--- src/rtl/seg_scan_decoder.sv ---
// Receive-side monitor for a multiplexed active-low 7-segment bus: recovers each
// digit's BCD value once its pattern has dwelt long enough, and flags bad codes.
module seg_scan_decoder #(
    parameter int unsigned DIGITS        = 4,
    parameter int unsigned STABLE_CYCLES = 4
) (
    input  logic                  clk,
    input  logic                  rst,
    input  logic [6:0]            seg_in,
    input  logic [DIGITS-1:0]     an_in,
    output logic [4*DIGITS-1:0]   digit_bcd,
    output logic [DIGITS-1:0]     digit_valid,
    output logic                  err_pattern,
    output logic                  err_anode,
    output logic                  frame_done
);

    localparam int unsigned CNT_W = 8;
    localparam int unsigned BCD_W = 4 * DIGITS;
    localparam logic [CNT_W-1:0]  CNT_MAX  = CNT_W'(STABLE_CYCLES);
    localparam logic [DIGITS-1:0] AN_BLANK = {DIGITS{1'b1}};
    localparam logic [6:0]        SEG_OFF  = 7'h7f;

    localparam logic [1:0] ST_IDLE   = 2'd0;
    localparam logic [1:0] ST_SETTLE = 2'd1;
    localparam logic [1:0] ST_HELD   = 2'd2;

    logic [6:0]        s_seg_q, s_seg_d, p_seg_q, p_seg_d;
    logic [DIGITS-1:0] s_an_q, s_an_d, p_an_q, p_an_d;
    logic [CNT_W-1:0]  cnt_q, cnt_d;
    logic [1:0]        state_q, state_d;
    logic [BCD_W-1:0]  bcd_q, bcd_d;
    logic [DIGITS-1:0] valid_q, valid_d, seen_q, seen_d;
    logic              err_pattern_q, err_pattern_d;
    logic              err_anode_q, err_anode_d;
    logic              frame_done_q, frame_done_d;

    logic              changed, blank, one_hot, evaluate, capture, dec_ok;
    logic [DIGITS-1:0] low;
    logic [3:0]        dec_val;

    // Segment pattern to BCD; anything not in the encoder's table is illegal.
    always_comb begin
        dec_ok  = 1'b1;
        dec_val = 4'd0;
        case (s_seg_q)
            7'b1000000: dec_val = 4'd0;
            7'b1111001: dec_val = 4'd1;
            7'b0100100: dec_val = 4'd2;
            7'b0110000: dec_val = 4'd3;
            7'b0011001: dec_val = 4'd4;
            7'b0010010: dec_val = 4'd5;
            7'b0000010: dec_val = 4'd6;
            7'b1111000: dec_val = 4'd7;
            7'b0000000: dec_val = 4'd8;
            7'b0010000: dec_val = 4'd9;
            default:    dec_ok  = 1'b0;
        endcase
    end

    // Dwell tracking and scan FSM.
    always_comb begin
        s_seg_d  = seg_in;
        s_an_d   = an_in;
        p_seg_d  = s_seg_q;
        p_an_d   = s_an_q;
        changed  = {s_seg_q, s_an_q} != {p_seg_q, p_an_q};
        blank    = s_an_q == AN_BLANK;
        low      = ~s_an_q;
        one_hot  = (low != '0) && ((low & (low - DIGITS'(1))) == '0);
        state_d  = state_q;
        evaluate = 1'b0;

        if (changed)
            cnt_d = CNT_W'(1);
        else if (cnt_q >= CNT_MAX)
            cnt_d = cnt_q;
        else
            cnt_d = cnt_q + CNT_W'(1);

        case (state_q)
            ST_IDLE: begin
                if (!blank)
                    state_d = ST_SETTLE;
            end
            ST_SETTLE: begin
                if (blank)
                    state_d = ST_IDLE;
                else if (!changed && cnt_q == CNT_MAX) begin
                    evaluate = 1'b1;
                    state_d  = ST_HELD;
                end
            end
            ST_HELD: begin
                if (changed)
                    state_d = blank ? ST_IDLE : ST_SETTLE;
            end
            default: state_d = ST_IDLE;
        endcase
    end

    // Evaluation results: capture, error pulses and frame tracking.
    always_comb begin
        bcd_d         = bcd_q;
        valid_d       = valid_q;
        seen_d        = seen_q;
        frame_done_d  = 1'b0;
        capture       = evaluate && one_hot && dec_ok;
        err_anode_d   = evaluate && !one_hot;
        err_pattern_d = evaluate && one_hot && !dec_ok;

        if (capture) begin
            for (int i = 0; i < int'(DIGITS); i++) begin
                if (low[i])
                    bcd_d[4*i +: 4] = dec_val;
            end
            valid_d = valid_q | low;
            // A completed frame restarts the seen mask on the same edge.
            if ((seen_q | low) == AN_BLANK) begin
                frame_done_d = 1'b1;
                seen_d       = '0;
            end else begin
                seen_d = seen_q | low;
            end
        end else if (err_pattern_d) begin
            valid_d = valid_q & ~low;
        end
    end

    // Input samples reset to a blank bus so the first real sample counts as a change.
    always_ff @(posedge clk or posedge rst) begin
        if (rst) begin
            s_seg_q       <= SEG_OFF;
            s_an_q        <= AN_BLANK;
            p_seg_q       <= SEG_OFF;
            p_an_q        <= AN_BLANK;
            cnt_q         <= '0;
            state_q       <= ST_IDLE;
            bcd_q         <= '0;
            valid_q       <= '0;
            seen_q        <= '0;
            err_pattern_q <= 1'b0;
            err_anode_q   <= 1'b0;
            frame_done_q  <= 1'b0;
        end else begin
            s_seg_q       <= s_seg_d;
            s_an_q        <= s_an_d;
            p_seg_q       <= p_seg_d;
            p_an_q        <= p_an_d;
            cnt_q         <= cnt_d;
            state_q       <= state_d;
            bcd_q         <= bcd_d;
            valid_q       <= valid_d;
            seen_q        <= seen_d;
            err_pattern_q <= err_pattern_d;
            err_anode_q   <= err_anode_d;
            frame_done_q  <= frame_done_d;
        end
    end

    assign digit_bcd   = bcd_q;
    assign digit_valid = valid_q;
    assign err_pattern = err_pattern_q;
    assign err_anode   = err_anode_q;
    assign frame_done  = frame_done_q;

endmodule

--- config.mk ---
export PLATFORM = sky130hd
export DESIGN_NAME = seg_scan_decoder
export DESIGN_NICKNAME = d
export VERILOG_FILES = /design/src/rtl/seg_scan_decoder.sv
export SDC_FILE = /design/constraint.sdc
export NUM_CORES = 1
export LEC_CHECK = 0
export BUFFER_PORTS_ARGS = -buffer_cell sky130_fd_sc_hd__clkbuf_2
export CORE_MARGIN = 3
export CORE_UTILIZATION = 38
export CTS_CLUSTER_DIAMETER = 60
export CTS_CLUSTER_SIZE = 25
export DETAILED_ROUTE_END_ITERATION = 8
export PLACE_DENSITY = 0.67
export SLEW_MARGIN = 30
export SYNTH_ARGS = -nofsm -noshare
export SYNTH_HDL_FRONTEND = slang
export SYNTH_SLANG_ARGS = --single-unit
--- constraint.sdc ---
create_clock -name clk -period 7.5 [get_ports clk]
set_input_delay 1.5 -clock clk [delete_from_list [all_inputs] [get_ports clk]]
set_output_delay 1.5 -clock clk [all_outputs]
set_load 0.05 [all_outputs]
# --- After elaboration in Yosys (flattened, before gate mapping) ---
# Index checks and enable logic that the tools add are counted.
classes:
  n_reduce_logical: 20
  order_cmp: 1
  muxes: 18
  addsub: 2
  eq_ne: 19
  n_bitwise: 6
ops:
  columns: ["operator", "n"]
  rows:
  - ["4-bit one-hot mux with 9 select lines", 1]
  - ["7-bit by 5-bit equality test with 1-bit output (second input constant)", 3]
  - ["7-bit equality test (second input constant)", 3]
  - ["8-bit two-way mux", 2]
  - ["7-bit by 6-bit equality test with 1-bit output (second input constant)", 2]
  - ["4-bit two-way mux", 3]
  - ["11-bit inequality test", 1]
  - ["10-bit OR reduction", 1]
  - ["8-bit by 1-bit adder with 8-bit output (second input constant)", 1]
  - ["4-bit bitwise AND", 2]
  - ["4-bit equality test (second input constant)", 2]
  - ["8-bit by 3-bit equality test with 1-bit output (second input constant)", 1]
  - ["8-bit by 3-bit greater-or-equal comparator with 1-bit output (second input constant)", 1]
  - ["2-bit two-way mux", 4]
  - ["4-bit NOT", 2]
  - ["4-bit bitwise OR", 2]
  - ["2-bit AND reduction", 4]
  - ["7-bit by 2-bit equality test with 1-bit output (second input constant)", 1]
  - ["7-bit logical NOT", 1]
  - ["1-bit two-way mux", 7]
  - ["1-bit logical AND", 6]
  - ["2-bit inequality test (second input constant)", 3]
  - ["2-bit one-hot mux with 3 select lines", 1]
  - ["4-bit logical NOT", 1]
  - ["other kinds (9)", 11]
totals:
  in_bits: 13
  regBits: 59
  output_inout_bits: 23

# --- Logic depth before layout (Yosys ltp) ---
logic_depth:
  depth_word: 10
  mapped_depth: 7

# --- Least setup slack after synthesis ---
# Ideal clock, no wire load.
synth_timing:
  path_kind: "register to register"
  start: "register s_seg_q[6], in the netlist p_seg_d[6]"
  end: "register bcd_q[13], in the netlist digit_bcd[13]"
  setup_ns: 0.128
  period_less_slack_ns: 2.602
  t_arrival_ns: 2.475
  required_ns: 7.372
  stages_incl_launch_ff: 7
  path_slack_ns: 4.898
  path_buffers: 1
  path_cell_list: "dfstp_2 clkbuf_1 xor2_1 nor4_1 nand3_1 a2111oi_4 mux2_1"
synth_via:
  elab_chain_cells: 9
  elab_cells_between_ends: 22
  cone_classes: "10 x eq/ne; 5 x mux; 7 x reduce/logical"
synth_lines:
  columns: ["item", "line_no", "rtl"]
  rows:
  - ["start, declared", "28", "logic [6:0] s_seg_q, s_seg_d, p_seg_q, p_seg_d;"]
  - ["start signal, assigned", "146", "s_seg_q <= s_seg_d;"]
  - ["11-bit inequality test", "67", "changed = {s_seg_q, s_an_q} != {p_seg_q, p_an_q};"]
  - ["1-bit logical NOT", "89", "else if (!changed && cnt_q == CNT_MAX) begin"]
  - ["1-bit logical AND", "89", null]
  - ["1-bit two-way mux", "89", null]
  - ["1-bit two-way mux", "87", "if (blank)"]
  - ["1-bit two-way mux", "81", "case (state_q)"]
  - ["1-bit logical AND (2 in series)", "108", "capture = evaluate && one_hot && dec_ok;"]
  - ["2-bit AND reduction (no line)", null, null]
  - ["end signal, assigned", "139", "bcd_q <= '0;"]
  - ["end signal, assigned", "152", "bcd_q <= bcd_d;"]
  - ["end, declared", "32", "logic [BCD_W-1:0] bcd_q, bcd_d;"]
# Several ways; a longest one is shown, not always the timed one.
# A chain may end at the register's enable or synchronous reset.

# --- Worst setup path after layout ---
layout_timing:
  start: "register s_an_q[3], in the netlist p_an_d[3]"
  end: "register bcd_q[7], in the netlist digit_bcd[7]"
layout_via:
  elab_chain_cells: 9
  elab_cells_between_ends: 16
  cone_classes: "1 x add/sub; 2 x eq/ne; 3 x mux; 2 x bitwise; 8 x reduce/logical"
layout_lines:
  columns: ["item", "line_no", "rtl"]
  rows:
  - ["start, declared", "29", "logic [DIGITS-1:0] s_an_q, s_an_d, p_an_q, p_an_d;"]
  - ["start signal, assigned", "147", "s_an_q <= s_an_d;"]
  - ["branches (longest 6 deep; another with 4-bit by 1-bit subtractor with 4-bit output)", null, null]
  - ["1-bit logical AND * (2 in series)", "108", null]
  - ["2-bit AND reduction (no line) *", null, null]
# Every way passes the cells marked *.

==> summary.txt <==
Logic synthesis
  – Post-Syn Area: 2610 um^2
  – Average instance area after synthesis: 13.0 um^2
  – Distinct cell type count after synthesis: 45
  – Post-synth top area cell: dfrtp_1
  – Synth Flop Type: dfrtp_1
  – Async set-reset flop share out of synthesis: 100%
  – Post-synth EDFFs: 0
  – Syn_nets: 216
  – Top cell type's share of synthesized area: 35.5%
  – Yosys warns: 0
  – Mapped Cells: 201
  – Yosys reg bits: 59
  – Synth area leaders: dfrtp_1 (35%), dfstp_2 (22%), xor2_1 (4.4%)
  – Post-synthesis sequential area ratio: 57.6%

Final layout
  – P&R area growth vs syn: 17.5%
  – Most common cell after layout, fill and taps aside: dfrtp_1
  – Share of layout cells above drive strength 1: 40.2%
  – Fillers: 577
  – Most frequent cells in the layout: dfrtp_1 (37), clkbuf_2 (35), dfstp_2 (22)
  – Ant. Diodes: 0
  – Final nets: 256

GRT
  – Met3 Resource Use GR: 6.61%
  – Initial antenna violation count: 0
  – Total track usage: 14.9%
  – GRT Max-Usage Layer: met2
  – Grt met1 use: 20.2%
  – GR Overflow Total: 0
  – Number of global-route vias before repair: 1757
  – Pin count of the biggest net entering global routing: 60
  – Met2 Resource Use GR: 20.6%
  – First-pass GRT wire length: 8730 um

Route
  – Routed Antenna Nets: 0
  – Via count: 1656
  – Drt wl/cell: 15.8 um
  – Vias/cell: 5.13
  – DR pass1 iterations: 4
  – DRT iter0 DRCs: 83
  – Total wire length: 5090 um
  – DRC viols: 0

CTS
  – Htree depth: 3
  – Clock buffer count from CTS: 9
  – Clock Latency Late Sink: 0.35 ns
  – Clock Path Buffers: 2
  – Root Driver: clkbuf_8
  – Sink Count: 59
  – CTS tree: done
  – PostCTS Resize Cnt: 0
  – Setup bufs post-CTS: 0
  – Clock transition at path regs: 0.07 ns
  – # hold bufs at CTS: 0

Die
  – I/O pin total: 36
  – Die area: 7900 um^2
  – Chip width: 88.9 um
  – Die height: 88.9 um
  – Initial Util: 40.2%
  – Core Rows: 29
  – Core box area: 6490 um^2

Min path
  – Worst Hold Class: reg2reg

Worst setup path
  – Critical Path Fanout Max: 13
  – Worst EP required: 7.73 ns
  – Crit path kind: reg2reg
  – Setup crit end kind: register
  – Worst Path Arrival: 3.19 ns
  – Critical Path Start Type: register

Flow run
  – Max Cap Viol: 0

STA
  – Final Skew: 0.00658 ns
  – Slew margin rel.: 51.7%
  – Final setup violation count: 0
  – Final hold violations: 0
  – Slew Limit Fails: 0
  – Tmin final: 2.95 ns
  – Setup TNS Final: 0 ns
  – Final worst-path cycle share: 39.4%
  – Fmax: 338 MHz
  – RSZ-0062 raised after global routing: no
  – Worst-Margin Slew: 0.719 ns

Pwr
  – Pwr Total: 655 uW
  – Max VDD drop: 0.146 mV
  – Pwr Density: 214 nW/um^2
  – Pleak: 1.39 nW

Placed design
  – GP Congestion: 0.787
  – PortBufs: 35
  – Post-DP HPWL: 3460 um

Run status
  – Outcome: complete, no violations
[critical path: stages, from the launching register on]
cell,delay (ns)
dfstp_2,0.70
xor2_1,0.12
nor4_1,0.46
nand3_1,0.55
a2111oi_4,0.61
mux2_2,0.40
[logic make-up (layout without fill, tap and decap cells)]
group,after synthesis,count (layout),synth area share (%)
compound gates,30,30,12.4
xor+xnor,14,14,4.70
fa+ha+maj,2,2,0.959
buf+inv,14,59,2.11
flops,59,59,57.6
mux,15,15,6.43
simple gates,67,67,15.8
[registers in the layout, indices dropped and copies added, names as in the netlist, named ones only]
register / count
p_an_q: 4
p_seg_q: 7
err_pattern: 1
p_an_d: 4
err_anode: 1
cnt_q: 8
seen_q: 4
digit_bcd: 16
state_q: 2
frame_done: 1
p_seg_d: 7
[cells in the mapped netlist (2+ instances only)]
master and number:
dfrtp_1 37, dfstp_2 22, xor2_1 13, nor2_1 11
mux2_2 8, nand2b_1 8, inv_1 7, and2_1 6
mux2_1 6, clkbuf_1 5, nand2_1 5, nand3_1 5
nand4_1 5, nor3_1 5, o21ai_0 5, a2111oi_4 4
o21ba_2 4, a21o_1 3, a21oi_1 3, and4b_1 3
nor4_1 3, a2111oi_0 2, a2111oi_2 2, a311oi_1 2
and3_1 2, buf_2 2, ha_1 2, nor2b_1 2
o2bb2ai_1 2, or3_4 2
[worst paths after layout]
kind	start	to	slack (ns)	cells past startpoint
min in group asynchronous	rst	digit_bcd[15]	1.32	3
worst min-delay path	p_seg_d[4]	p_seg_q[4]	0.41	0
max in group asynchronous	rst	seen_q[3]	5.69	3
worst max register to register	p_an_d[3]	digit_bcd[7]	4.55	5
worst min register to register	p_seg_d[4]	p_seg_q[4]	0.41	0
worst max-delay path	p_an_d[3]	digit_bcd[7]	4.55	5
[power by group]
part	leakage (nW)	internal, mW	total (mW)	switching (mW)
Clock	0.101	0.155	0.290	0.135
Combinational	0.546	0.00942	0.0257	0.0162
Sequential	0.739	0.330	0.340	0.00992
Total	1.39	0.494	0.655	0.161
[per-layer routing]
metal  up-vias  share of wire (%)
met4         0                2.1
met2        39                 45
met5         -                  0
li1        806                  -
met3         8                6.3
met1       803                 47
[metrics by stage]
step	worst slack (ns)	util, %	area, um^2	hold slack, ns	instances
after CTS	4.59	47.2	3060	0.416	323
final	4.55	47.2	3060	0.412	323
after global placement	4.67	44.0	2860	0.401	307
after floorplan	4.58	-	2610	0.353	201
after global routing	4.45	47.2	3060	0.428	323
after detailed placement	4.59	44.1	2870	0.402	307
[cell type report]
| type | instances | area [um^2] | area share [%] |
|---|---|---|---|
| clock buffers | 9 | 124 | 4.04 |
| clock inverters | 7 | 73.8 | 2.41 |
| inverters | 7 | 26.3 | 0.857 |
| multi-input cells | 128 | 1060 | 34.5 |
| flip-flops and latches | 59 | 1500 | 49.1 |
| well taps | 77 | 96.3 | 3.14 |
| repair buffers | 36 | 183 | 5.96 |
Note: power is estimated with default switching activity, not from simulation.
